## src/rtl/qsys_button_pkg.sv

```systemverilog
// ---------------------------------------------------------------------------
// qsys_button_pkg
// Shared definitions for the push-button event controller: event type codes,
// register map, register bit positions, per-button FSM states and the helper
// functions that pick one pending event out of a button's pending flags.
// ---------------------------------------------------------------------------
package qsys_button_pkg;

  // Event type codes as stored in the FIFO and shown in EVENT[9:8]
  localparam logic [1:0] EV_PRESS   = 2'b01;
  localparam logic [1:0] EV_RELEASE = 2'b10;
  localparam logic [1:0] EV_LONG    = 2'b11;

  // Register addresses
  localparam logic [1:0] REG_STATUS  = 2'd0;
  localparam logic [1:0] REG_EVENT   = 2'd1;
  localparam logic [1:0] REG_IRQMASK = 2'd2;
  localparam logic [1:0] REG_CONTROL = 2'd3;

  // STATUS / EVENT / CONTROL bit positions
  localparam int STATUS_COUNT_LSB = 0;
  localparam int STATUS_OVF_BIT   = 8;
  localparam int STATUS_LEVEL_LSB = 16;
  localparam int EVENT_VALID_BIT  = 31;
  localparam int EVENT_TYPE_LSB   = 8;
  localparam int EVENT_IDX_LSB    = 0;
  localparam int CTRL_FLUSH_BIT   = 0;
  localparam int CTRL_CLR_OVF_BIT = 1;

  // Bit positions of a button's pending-flag vector
  localparam int PEND_PRESS   = 0;
  localparam int PEND_LONG    = 1;
  localparam int PEND_RELEASE = 2;

  typedef enum logic [1:0] {
    BTN_RELEASED = 2'd0,
    BTN_PRESSED  = 2'd1,
    BTN_HELD     = 2'd2
  } btn_state_e;

  // One-hot mask of the pending flag served first: PRESS > LONG > RELEASE
  function automatic logic [2:0] pend_grant(input logic [2:0] pend);
    logic [2:0] g;
    g = 3'b000;
    if (pend[PEND_PRESS]) begin
      g = 3'b001;
    end else if (pend[PEND_LONG]) begin
      g = 3'b010;
    end else if (pend[PEND_RELEASE]) begin
      g = 3'b100;
    end else begin
      g = 3'b000;
    end
    return g;
  endfunction

  // Event type code matching pend_grant()
  function automatic logic [1:0] pend_to_type(input logic [2:0] pend);
    logic [1:0] t;
    t = 2'b00;
    if (pend[PEND_PRESS]) begin
      t = EV_PRESS;
    end else if (pend[PEND_LONG]) begin
      t = EV_LONG;
    end else if (pend[PEND_RELEASE]) begin
      t = EV_RELEASE;
    end else begin
      t = 2'b00;
    end
    return t;
  endfunction

endpackage

```

## src/rtl/button_debounce_fsm.sv

```systemverilog
// ---------------------------------------------------------------------------
// button_debounce_fsm
// One push-button: 2-flop synchronizer, debounce counter, press/hold FSM and
// the three pending event flags (PRESS, LONG, RELEASE).
// Ports:
//   clk, reset  system clock, async active-high reset
//   btn_n_i     raw button, active-low, asynchronous
//   clr_i       one-hot clear of pending flags (granted by the arbiter)
//   level_o     debounced level, 1 = pressed
//   pend_o      pending flags [0]=PRESS [1]=LONG [2]=RELEASE
// ---------------------------------------------------------------------------
module button_debounce_fsm
  import qsys_button_pkg::*;
#(
  parameter int DEBOUNCE_CYCLES   = 500000,
  parameter int LONG_PRESS_CYCLES = 50000000
) (
  input  logic       clk,
  input  logic       reset,
  input  logic       btn_n_i,
  input  logic [2:0] clr_i,
  output logic       level_o,
  output logic [2:0] pend_o
);

  localparam int DB_W   = $clog2(DEBOUNCE_CYCLES + 1);
  localparam int HOLD_W = $clog2(LONG_PRESS_CYCLES + 1);

  logic              sync1_q, sync2_q;
  logic              level_q;
  logic [DB_W-1:0]   db_cnt_q;
  logic              flip_s;
  btn_state_e        state_q;
  logic [HOLD_W-1:0] hold_q;
  logic [2:0]        pend_q;

  // Two-flop synchronizer, stored in pressed polarity (1 = pressed)
  always_ff @(posedge clk or posedge reset) begin
    if (reset) begin
      sync1_q <= 1'b0;
      sync2_q <= 1'b0;
    end else begin
      sync1_q <= ~btn_n_i;
      sync2_q <= sync1_q;
    end
  end

  // Debounced level flips on the cycle the counter would reach DEBOUNCE_CYCLES
  always_comb begin
    flip_s = 1'b0;
    if ((sync2_q != level_q) && (db_cnt_q == DB_W'(DEBOUNCE_CYCLES - 1))) begin
      flip_s = 1'b1;
    end else begin
      flip_s = 1'b0;
    end
  end

  // Debounce counter and debounced level
  always_ff @(posedge clk or posedge reset) begin
    if (reset) begin
      level_q  <= 1'b0;
      db_cnt_q <= {DB_W{1'b0}};
    end else if (sync2_q == level_q) begin
      db_cnt_q <= {DB_W{1'b0}};
    end else if (flip_s) begin
      level_q  <= ~level_q;
      db_cnt_q <= {DB_W{1'b0}};
    end else begin
      db_cnt_q <= db_cnt_q + DB_W'(1);
    end
  end

  // Press FSM, hold counter and pending flags; a new event flag set
  // overrides the arbiter clear for that bit in the same cycle
  always_ff @(posedge clk or posedge reset) begin
    if (reset) begin
      state_q <= BTN_RELEASED;
      hold_q  <= {HOLD_W{1'b0}};
      pend_q  <= 3'b000;
    end else begin
      pend_q <= pend_q & ~clr_i;
      case (state_q)
        BTN_RELEASED: begin
          hold_q <= {HOLD_W{1'b0}};
          if (flip_s && !level_q) begin
            state_q            <= BTN_PRESSED;
            pend_q[PEND_PRESS] <= 1'b1;
          end else begin
            state_q <= BTN_RELEASED;
          end
        end
        BTN_PRESSED: begin
          if (flip_s && level_q) begin
            state_q              <= BTN_RELEASED;
            hold_q               <= {HOLD_W{1'b0}};
            pend_q[PEND_RELEASE] <= 1'b1;
          end else if (hold_q == HOLD_W'(LONG_PRESS_CYCLES - 1)) begin
            state_q           <= BTN_HELD;
            hold_q            <= {HOLD_W{1'b0}};
            pend_q[PEND_LONG] <= 1'b1;
          end else begin
            hold_q <= hold_q + HOLD_W'(1);
          end
        end
        BTN_HELD: begin
          hold_q <= {HOLD_W{1'b0}};
          if (flip_s && level_q) begin
            state_q              <= BTN_RELEASED;
            pend_q[PEND_RELEASE] <= 1'b1;
          end else begin
            state_q <= BTN_HELD;
          end
        end
        default: begin
          state_q <= BTN_RELEASED;
          hold_q  <= {HOLD_W{1'b0}};
        end
      endcase
    end
  end

  assign level_o = level_q;
  assign pend_o  = pend_q;

endmodule

```

## src/rtl/qsys_button_event_ctrl.sv

```systemverilog
// ---------------------------------------------------------------------------
// qsys_button_event_ctrl
// Avalon-MM slave that debounces the board buttons, queues PRESS / LONG /
// RELEASE events in a FIFO and raises a level interrupt while it is non-empty.
// Ports:
//   clk, reset          system clock, async active-high reset
//   in_port             raw buttons, active-low
//   address, chipselect, read_n, write_n, writedata   Avalon-MM slave inputs
//   readdata            registered read data (latency 1)
//   irq                 irq_mask & (count != 0)
// ---------------------------------------------------------------------------
module qsys_button_event_ctrl
  import qsys_button_pkg::*;
#(
  parameter int NUM_BUTTONS       = 2,
  parameter int DEBOUNCE_CYCLES   = 500000,
  parameter int LONG_PRESS_CYCLES = 50000000,
  parameter int FIFO_DEPTH        = 8
) (
  input  logic                   clk,
  input  logic                   reset,
  input  logic [NUM_BUTTONS-1:0] in_port,
  input  logic [1:0]             address,
  input  logic                   chipselect,
  input  logic                   read_n,
  input  logic                   write_n,
  input  logic [31:0]            writedata,
  output logic [31:0]            readdata,
  output logic                   irq
);

  localparam int AW = $clog2(FIFO_DEPTH);
  localparam int CW = AW + 1;

  logic [NUM_BUTTONS-1:0]      level_s;
  logic [NUM_BUTTONS-1:0][2:0] pend_s;
  logic [NUM_BUTTONS-1:0][2:0] clr_s;

  logic       push_s;
  logic [2:0] gnt_idx_s;
  logic [1:0] gnt_type_s;

  logic [4:0]    mem_q [FIFO_DEPTH];
  logic [AW-1:0] wr_ptr_q, rd_ptr_q;
  logic [CW-1:0] count_q;
  logic          ovf_q;
  logic          irq_mask_q;
  logic [31:0]   rdata_q, rdata_d;

  logic rd_s, wr_s, empty_s, full_s, pop_s, flush_s, clr_ovf_s, do_push_s, drop_s;
  logic [4:0] head_s;
  logic unused_wdata_s;

  for (genvar g = 0; g < NUM_BUTTONS; g++) begin : g_btn
    button_debounce_fsm #(
      .DEBOUNCE_CYCLES   (DEBOUNCE_CYCLES),
      .LONG_PRESS_CYCLES (LONG_PRESS_CYCLES)
    ) u_btn (
      .clk     (clk),
      .reset   (reset),
      .btn_n_i (in_port[g]),
      .clr_i   (clr_s[g]),
      .level_o (level_s[g]),
      .pend_o  (pend_s[g])
    );
  end

  // Arbiter: lowest-index button with any pending flag wins; its served flag clears
  always_comb begin
    push_s     = 1'b0;
    gnt_idx_s  = 3'd0;
    gnt_type_s = 2'b00;
    clr_s      = '{default: 3'b000};
    for (int i = 0; i < NUM_BUTTONS; i++) begin
      if (!push_s && (pend_s[i] != 3'b000)) begin
        push_s     = 1'b1;
        gnt_idx_s  = 3'(i);
        gnt_type_s = pend_to_type(pend_s[i]);
        clr_s[i]   = pend_grant(pend_s[i]);
      end else begin
        push_s = push_s;
      end
    end
  end

  assign rd_s      = chipselect & ~read_n;
  assign wr_s      = chipselect & ~write_n;
  assign empty_s   = (count_q == {CW{1'b0}});
  assign full_s    = (count_q == CW'(FIFO_DEPTH));
  assign pop_s     = rd_s & (address == REG_EVENT) & ~empty_s;
  assign flush_s   = wr_s & (address == REG_CONTROL) & writedata[CTRL_FLUSH_BIT];
  assign clr_ovf_s = wr_s & (address == REG_CONTROL) & writedata[CTRL_CLR_OVF_BIT];
  // A pop frees a slot in the same cycle, so push still lands when full
  assign do_push_s = push_s & (~full_s | pop_s) & ~flush_s;
  // A flushed push is lost silently, not counted as overflow
  assign drop_s    = push_s & full_s & ~pop_s & ~flush_s;
  assign head_s    = mem_q[rd_ptr_q];
  assign unused_wdata_s = &{1'b0, writedata[31:2]};

  // Event FIFO storage, pointers and occupancy
  always_ff @(posedge clk or posedge reset) begin
    if (reset) begin
      for (int i = 0; i < FIFO_DEPTH; i++) begin
        mem_q[i] <= 5'b00000;
      end
      wr_ptr_q <= {AW{1'b0}};
      rd_ptr_q <= {AW{1'b0}};
      count_q  <= {CW{1'b0}};
    end else if (flush_s) begin
      wr_ptr_q <= {AW{1'b0}};
      rd_ptr_q <= {AW{1'b0}};
      count_q  <= {CW{1'b0}};
    end else begin
      if (do_push_s) begin
        mem_q[wr_ptr_q] <= {gnt_idx_s, gnt_type_s};
        wr_ptr_q        <= wr_ptr_q + AW'(1);
      end
      if (pop_s) begin
        rd_ptr_q <= rd_ptr_q + AW'(1);
      end
      case ({do_push_s, pop_s})
        2'b10:   count_q <= count_q + CW'(1);
        2'b01:   count_q <= count_q - CW'(1);
        default: count_q <= count_q;
      endcase
    end
  end

  // Sticky overflow flag and interrupt mask
  always_ff @(posedge clk or posedge reset) begin
    if (reset) begin
      ovf_q      <= 1'b0;
      irq_mask_q <= 1'b0;
    end else begin
      if (drop_s) begin
        ovf_q <= 1'b1;
      end else if (clr_ovf_s) begin
        ovf_q <= 1'b0;
      end else begin
        ovf_q <= ovf_q;
      end
      if (wr_s && (address == REG_IRQMASK)) begin
        irq_mask_q <= writedata[0];
      end else begin
        irq_mask_q <= irq_mask_q;
      end
    end
  end

  // Read mux; EVENT shows the head being popped this cycle
  always_comb begin
    rdata_d = 32'h0000_0000;
    if (rd_s) begin
      case (address)
        REG_STATUS: begin
          rdata_d[STATUS_COUNT_LSB +: 7]           = 7'(count_q);
          rdata_d[STATUS_OVF_BIT]                  = ovf_q;
          rdata_d[STATUS_LEVEL_LSB +: NUM_BUTTONS] = level_s;
        end
        REG_EVENT: begin
          if (!empty_s) begin
            rdata_d[EVENT_VALID_BIT]       = 1'b1;
            rdata_d[EVENT_TYPE_LSB +: 2]   = head_s[1:0];
            rdata_d[EVENT_IDX_LSB +: 3]    = head_s[4:2];
          end else begin
            rdata_d = 32'h0000_0000;
          end
        end
        REG_IRQMASK: rdata_d[0] = irq_mask_q;
        REG_CONTROL: rdata_d    = 32'h0000_0000;
        default:     rdata_d    = 32'h0000_0000;
      endcase
    end else begin
      rdata_d = 32'h0000_0000;
    end
  end

  // Registered read data
  always_ff @(posedge clk or posedge reset) begin
    if (reset) begin
      rdata_q <= 32'h0000_0000;
    end else begin
      rdata_q <= rdata_d;
    end
  end

  assign readdata = rdata_q;
  assign irq      = irq_mask_q & ~empty_s;

endmodule
```

## config.mk

```make
export PLATFORM = sky130hd
export DESIGN_NAME = qsys_button_event_ctrl
export DESIGN_NICKNAME = d
export VERILOG_FILES = /design/src/rtl/qsys_button_pkg.sv /design/src/rtl/button_debounce_fsm.sv /design/src/rtl/qsys_button_event_ctrl.sv
export SDC_FILE = /design/constraint.sdc
export NUM_CORES = 1
export LEC_CHECK = 0
export ABC_AREA = 1
export BUFFER_PORTS_ARGS = -buffer_cell sky130_fd_sc_hd__buf_2
export CAP_MARGIN = 20
export CELL_PAD_IN_SITES_DETAIL_PLACEMENT = 2
export CELL_PAD_IN_SITES_GLOBAL_PLACEMENT = 2
export CORE_AREA = 2 2 151 153
export CTS_CLUSTER_DIAMETER = 150
export DETAILED_ROUTE_END_ITERATION = 10
export DIE_AREA = 0 0 153 155
export PLACE_DENSITY_LB_ADDON = 0.2
export SLEW_MARGIN = 0
export SYNTH_ARGS = -nofsm -noshare
export SYNTH_HDL_FRONTEND = slang
export SYNTH_HIERARCHICAL = 1
export SYNTH_SLANG_ARGS = --single-unit
```

## constraint.sdc

```tcl
create_clock -name clk -period 6 [get_ports clk]
set_input_delay 1.2 -clock clk [delete_from_list [all_inputs] [get_ports clk]]
set_output_delay 1.2 -clock clk [all_outputs]
set_load 0.05 [all_outputs]
```

-- Yosys cells after proc, flatten, opt, wreduce, memory -nomap -nowiden
Cells that the tools add are included.
- flip-flop bits (word level): 190
- bits of input ports: 41
- output and inout bits: 33
- add/sub/neg operators: 8
- order comparisons: 3
- eq/ne operators: 20
- mux-type cells: 79
- bitwise operators: 32
- reduce and logical (&&, ||, !) cells: 27
- operators by type and width (kind ; number):
    26-bit 2-to-1 mux ; 6
    19-bit 2-to-1 mux ; 4
    26-bit by 1-bit adder with 26-bit output, second input constant ; 2
    26-bit equality test, second input constant ; 2
    40-bit bitwise mux ; 1
    3-bit 2-to-1 mux ; 13
    19-bit by 1-bit adder with 19-bit output, second input constant ; 2
    19-bit equality test, second input constant ; 2
    2-bit 2-to-1 mux ; 16
    32-bit 2-to-1 mux ; 1
    1-bit 2-to-1 mux ; 25
    5-bit binary-select mux with 3-bit select ; 1
    5-bit demux with 3-bit select ; 1
    5-bit 2-to-1 mux ; 3
    14-bit 2-to-1 mux ; 1
    1-bit AND ; 13
    1-bit NOT ; 12
    2-bit one-hot mux with 3 select lines ; 2
    2-bit equality test, second input constant ; 5
    1-bit logical AND ; 9
    3-bit nonzero test ; 3
    2-bit by 1-bit equality test with 1-bit output, second input constant ; 4
    4-bit greater-or-equal comparator, second input constant ; 2
    3-bit NOT with 4-bit output ; 2
    22 further kinds ; 37

-- Depth between registers and ports, before layout
- depth after elaboration: 10
- gate-level depth with buffers: 16

-- By module
The synthesis kept the hierarchy.
- by module, submodules not included (module ; instances ; cells an instance ; area each (µm²) ; sequential area each (µm²)):
    button_debounce_fsm (g_btn[0].u_btn) ; 1 ; 373 ; 2877.8 ; 1326.3
    button_debounce_fsm (g_btn[1].u_btn) ; 1 ; 372 ; 2854.0 ; 1326.3
    qsys_button_event_ctrl ; 1 ; 321 ; 2542.4 ; 1126.1

-- Least setup slack after synthesis
No wires, ideal clock.
- path kind: input to register
- start: in chipselect
- end: reg count_q[3]
- setup time: 0.121 ns
- data arrival time: 2.525 ns
- required time: 5.879 ns
- path slack: 3.354 ns
- stages: 15
- buffers on the path: 0
- path through: inv_2 -> nor2_2 -> nand3_2 -> nand2_1 -> nand2_2 -> inv_1 -> ha_1 -> nand3_1 -> nand3_1 -> nand2_1 -> nand2_1 -> inv_1 -> nand2_1 -> nand3_1 -> o21ai_1
- cells in the longest elaborated chain, start to end: 9
- elaborated cells on any way between the ends: 15
- those cells by class: eq/ne (2); mux (2); bitwise (10); reduce/logical (1)
- ends and longest elaborated chain (what ; RTL line ; source):
    start, declared ; qsys_button_event_ctrl.sv:24 ; input logic chipselect,
    1-bit AND ; qsys_button_event_ctrl.sv:86 ; assign rd_s = chipselect & ~read_n;
    1-bit AND (2 in series) ; qsys_button_event_ctrl.sv:90 ; assign pop_s = rd_s & (address == REG_EVENT) & ~empty_s;
    1-bit OR ; qsys_button_event_ctrl.sv:94 ; assign do_push_s = push_s & (~full_s | pop_s) & ~flush_s;
    1-bit AND (2 in series) ; qsys_button_event_ctrl.sv:94 ;
    2-bit by 1-bit equality test with 1-bit output / 2-bit equality test (equally long branches) ; qsys_button_event_ctrl.sv:121 ; case ({do_push_s, pop_s})
    4-bit one-hot mux with 2 select lines ; qsys_button_event_ctrl.sv:121 ;
    4-bit 2-to-1 mux ; qsys_button_event_ctrl.sv:109 ; end else if (flush_s) begin
    end signal, assigned ; qsys_button_event_ctrl.sv:108 ; count_q <= {CW{1'b0}};
    end signal, assigned ; qsys_button_event_ctrl.sv:122 ; 2'b10: count_q <= count_q + CW'(1);
    end signal, assigned ; qsys_button_event_ctrl.sv:123 ; 2'b01: count_q <= count_q - CW'(1);
    end, declared ; qsys_button_event_ctrl.sv:45 ; logic [CW-1:0] count_q;
Several ways; a longest one is shown, not always the timed one.
A chain may end at the register's enable or synchronous reset.

-- Worst setup path in the final report
- start: reg count_q[1]
- end: out irq
- cells in the longest elaborated chain, start to end: 3
- ends and longest elaborated chain (what ; RTL line ; source):
    start signal, assigned ; qsys_button_event_ctrl.sv:108 ;
    start signal, assigned ; qsys_button_event_ctrl.sv:112 ; count_q <= {CW{1'b0}};
    start signal, assigned ; qsys_button_event_ctrl.sv:122 ;
    4-bit zero test ; qsys_button_event_ctrl.sv:88 ; assign empty_s = (count_q == {CW{1'b0}});
    1-bit NOT ; qsys_button_event_ctrl.sv:188 ; assign irq = irq_mask_q & ~empty_s;
    1-bit AND ; qsys_button_event_ctrl.sv:188 ;
    end, declared ; qsys_button_event_ctrl.sv:29 ; output logic irq
No other way between the ends.

==> reports/metrics.csv <==
metric,value,unit
status,"complete, no violations",
Final Max Tran Viols,0,
Post-DP Area,8580,um2
Clock Tree Root,clkbuf_16,
Clock transition at path regs,0.06,ns
I/O Buffers,20,
clk sink count,151,
Yosys top cell by area,dfrtp_1,
synthesis-stage register bit count,151,
CP Capture Type,output port,
Cell Rows,55,
Reg2Reg Depth,15,
Seq. cell area,3780,um2
Routed WL,22400,um
DRT Pass-1 Iters,4,
WP data required,4.80,ns
post-CTS setup buffer count,0,
min-delay src,g_btn[0].u_btn/sync1_q,
GRT Util Overall,0.201,
register area share after synthesis,0.457,
pin count of the biggest net entering global routing,54,
Multi-input gate area,3820,um2
CORE AREA,22200,um2
Hold Path Depth,0,
Worst Skew,0.00792,ns
Die W,153,um
GRT busiest layer,met2,
hold buffers post-CTS,0,
Final ANT Viol Nets,0,
final net count,1153,
Avg Vias per Cell,4.88,
Post-CTS Resized,0,
final core occ,0.415,
Hold/Removal Path Class,flop to flop,
final instance area,9220,um2
Hold WS,0.355,ns
Filler Cells Inserted,2603,
syn_area_per_cell,7.76,um2
first-pass GRT wire length,38600,um
Clock Latency Late Sink,0.43,ns
ratio of cells with drive above 1 in the final layout,0.105,
# diodes,0,
vias in the first global route,7640,
Die H,155,um
Setup CP Type,flop to output port,
drt drc,0,
TritonCTS clock tree,built,
Area Growth Syn to Fin,11.4,%
GR met1 Demand/Resource,0.250,
clock buffer depth,2,
HPWL Detailed,16200,um
Synth Warn #,6,
Synth top area share,0.457,
# Max-Cap Violations,0,
Crit Reg-Reg Startpoint,count_q[1],
Syn Std Cell Area,8270,um2
number of H-tree levels,4,
Post-Synthesis Cells,1066,
Netlist cell types,35,
placed cell count,1362,
Tmin final,2.91,ns
RSZ-0062 raised after global routing,false,
final setup violation count,0,
Peak VDD IR,129,uV
relative slew slack,0.380,
met3 Usage GRT,0.0276,
Final Non-Filler Cells,1395,
WL/cell,16.0,um
r2r setup slk,3.54,ns
synth top area cells,"dfrtp_1, nand2_1, nor2_1",
GR Util met2,0.370,
DRT iter0 DRCs,206,
I/O Pins,74,
gr ovfl total,0,
CP Max Fanout,3,
crit share post-route,0.485,
setup tns final,0,ns
vias,6814,
Min-Delay Endpoint,g_btn[0].u_btn/sync2_q,
die area,23700,um2
number of CTS-inserted buffers,17,
Setup crit start kind,flop,
GPL Wtd Cong,0.779,
Least-Margin Pin Slew,0.929,ns
endpoints failing hold,0,
initial antenna violation count,0,
WP data arrival,1.71,ns
Leak,3.96,nW
worst r2r dst,count_q[3],
Starting Density,0.372,
maximum clock frequency,0.343,GHz
PwrDens,278,nW/um2
## kinds of logic (layout without fill, tap and decap cells)
logic type | Yosys count | after routing | synth area share
AO/OA/AOI/OAI | 93 | 93 | 0.0608
flip-flops | 151 | 151 | 0.457
XOR/XNOR | 46 | 46 | 0.0487
AND/OR/NAND/NOR | 591 | 591 | 0.318
adder cells (fa/ha/maj) | 15 | 15 | 0.0236
other | 1 | 23 | 0.000453
buffers and inverters | 169 | 191 | 0.0919
## cells in the mapped netlist (all sizes together)
| cell type | instances |
|---|---|
| o211ai | 5 |
| nand4 | 14 |
| fa | 1 |
| ha | 14 |
| xor2 | 28 |
| clkinv | 1 |
| nand3b | 1 |
| buf | 31 |
| inv | 135 |
| xnor2 | 18 |
| a22o | 2 |
| nor3 | 55 |
| clkbuf | 2 |
| o22ai | 6 |
| o21bai | 2 |
| dfrtp | 151 |
| conb | 1 |
| o21ai | 50 |
| nand2 | 244 |
| nor3b | 7 |
| a31oi | 4 |
| nand3 | 50 |
| a21oi | 24 |
| nor2 | 220 |
## where the power goes
| group | leakage [nW] | switching (mW) | internal (mW) |
|---|---|---|---|
| combinational | 1.61 | 0.221 | 0.0827 |
| clock | 0.288 | 0.438 | 0.706 |
| sequential | 2.06 | 0.0661 | 1.05 |
| total | 3.96 | 0.725 | 1.84 |
## flip-flops by register name, indices dropped and copies added (netlist names)
register / flops
g_btn.u_btn/sync2_q: 2
g_btn.u_btn/state_q: 4
g_btn.u_btn/hold_q: 52
rd_ptr_q: 3
irq_mask_q: 1
count_q: 4
readdata: 9
g_btn.u_btn/pend_o: 6
wr_ptr_q: 3
ovf_q: 1
g_btn.u_btn/level_o: 2
g_btn.u_btn/sync1_q: 2
g_btn.u_btn/db_cnt_q: 38
mem_q: 24
## placed cells by master, fill, tap and decap left out, types with 6 or more instances in the layout
master	instances
a21oi_1	24
buf_2	20
clkbuf_16	17
conb_1	23
dfrtp_1	151
ha_1	14
inv_1	126
inv_2	9
nand2_1	227
nand2_2	17
nand3_1	39
nand3_2	9
nand4_1	14
nor2_1	197
nor2_2	18
nor3_1	52
nor3b_1	6
o21ai_0	26
o21ai_1	24
o22ai_1	6
xnor2_1	18
xor2_1	28
## worst max-delay path: stages (launching register included)
cell and delay (ns):
dfrtp_1 0.43, inv_1 0.14, nand2_1 0.10, nor2_1 0.31, nor2_1 0.07, buf_2 0.22
## how the worst max path moves through the flow
| stage | from | endpoint | slack [ns] | cells after the start |
|---|---|---|---|---|
| 2_1_floorplan | chipselect | count_q[3] | 3.35 | 15 |
| 3_3_place_gp | chipselect | count_q[3] | 2.97 | 16 |
| 3_5_place_dp | chipselect | count_q[3] | 2.89 | 16 |
| 4_1_cts | count_q[1] | irq | 3.05 | 5 |
| 5_1_grt | count_q[1] | irq | 2.95 | 5 |
| 6_report | count_q[1] | irq | 3.09 | 5 |
## layout make-up
class | instances | share of cell area
Clock inverter | 12 | 0.0191
Timing Repair Buffer | 23 | 0.0147
Tap cell | 285 | 0.0387
Clock buffer | 20 | 0.0484
Multi-Input combinational cell | 768 | 0.414
Sequential cell | 151 | 0.410
Inverter | 136 | 0.0554
## routing by layer
layer	wire length, um	vias to the layer above	part of all wire
met5	0	-	0
met4	212	0	0.0095
met3	334	16	0.015
met2	11700	42	0.52
met1	10100	3383	0.45
li1	-	3373	-
## per-stage QoR
stage	setup slack [ns]	power (mW)
2_1_floorplan	3.35	1.35
3_3_place_gp	2.97	1.42
3_5_place_dp	2.89	1.44
4_1_cts	3.05	2.60
5_1_grt	2.95	2.68
6_report	3.09	2.57
Power figures use the tool's default switching activity.
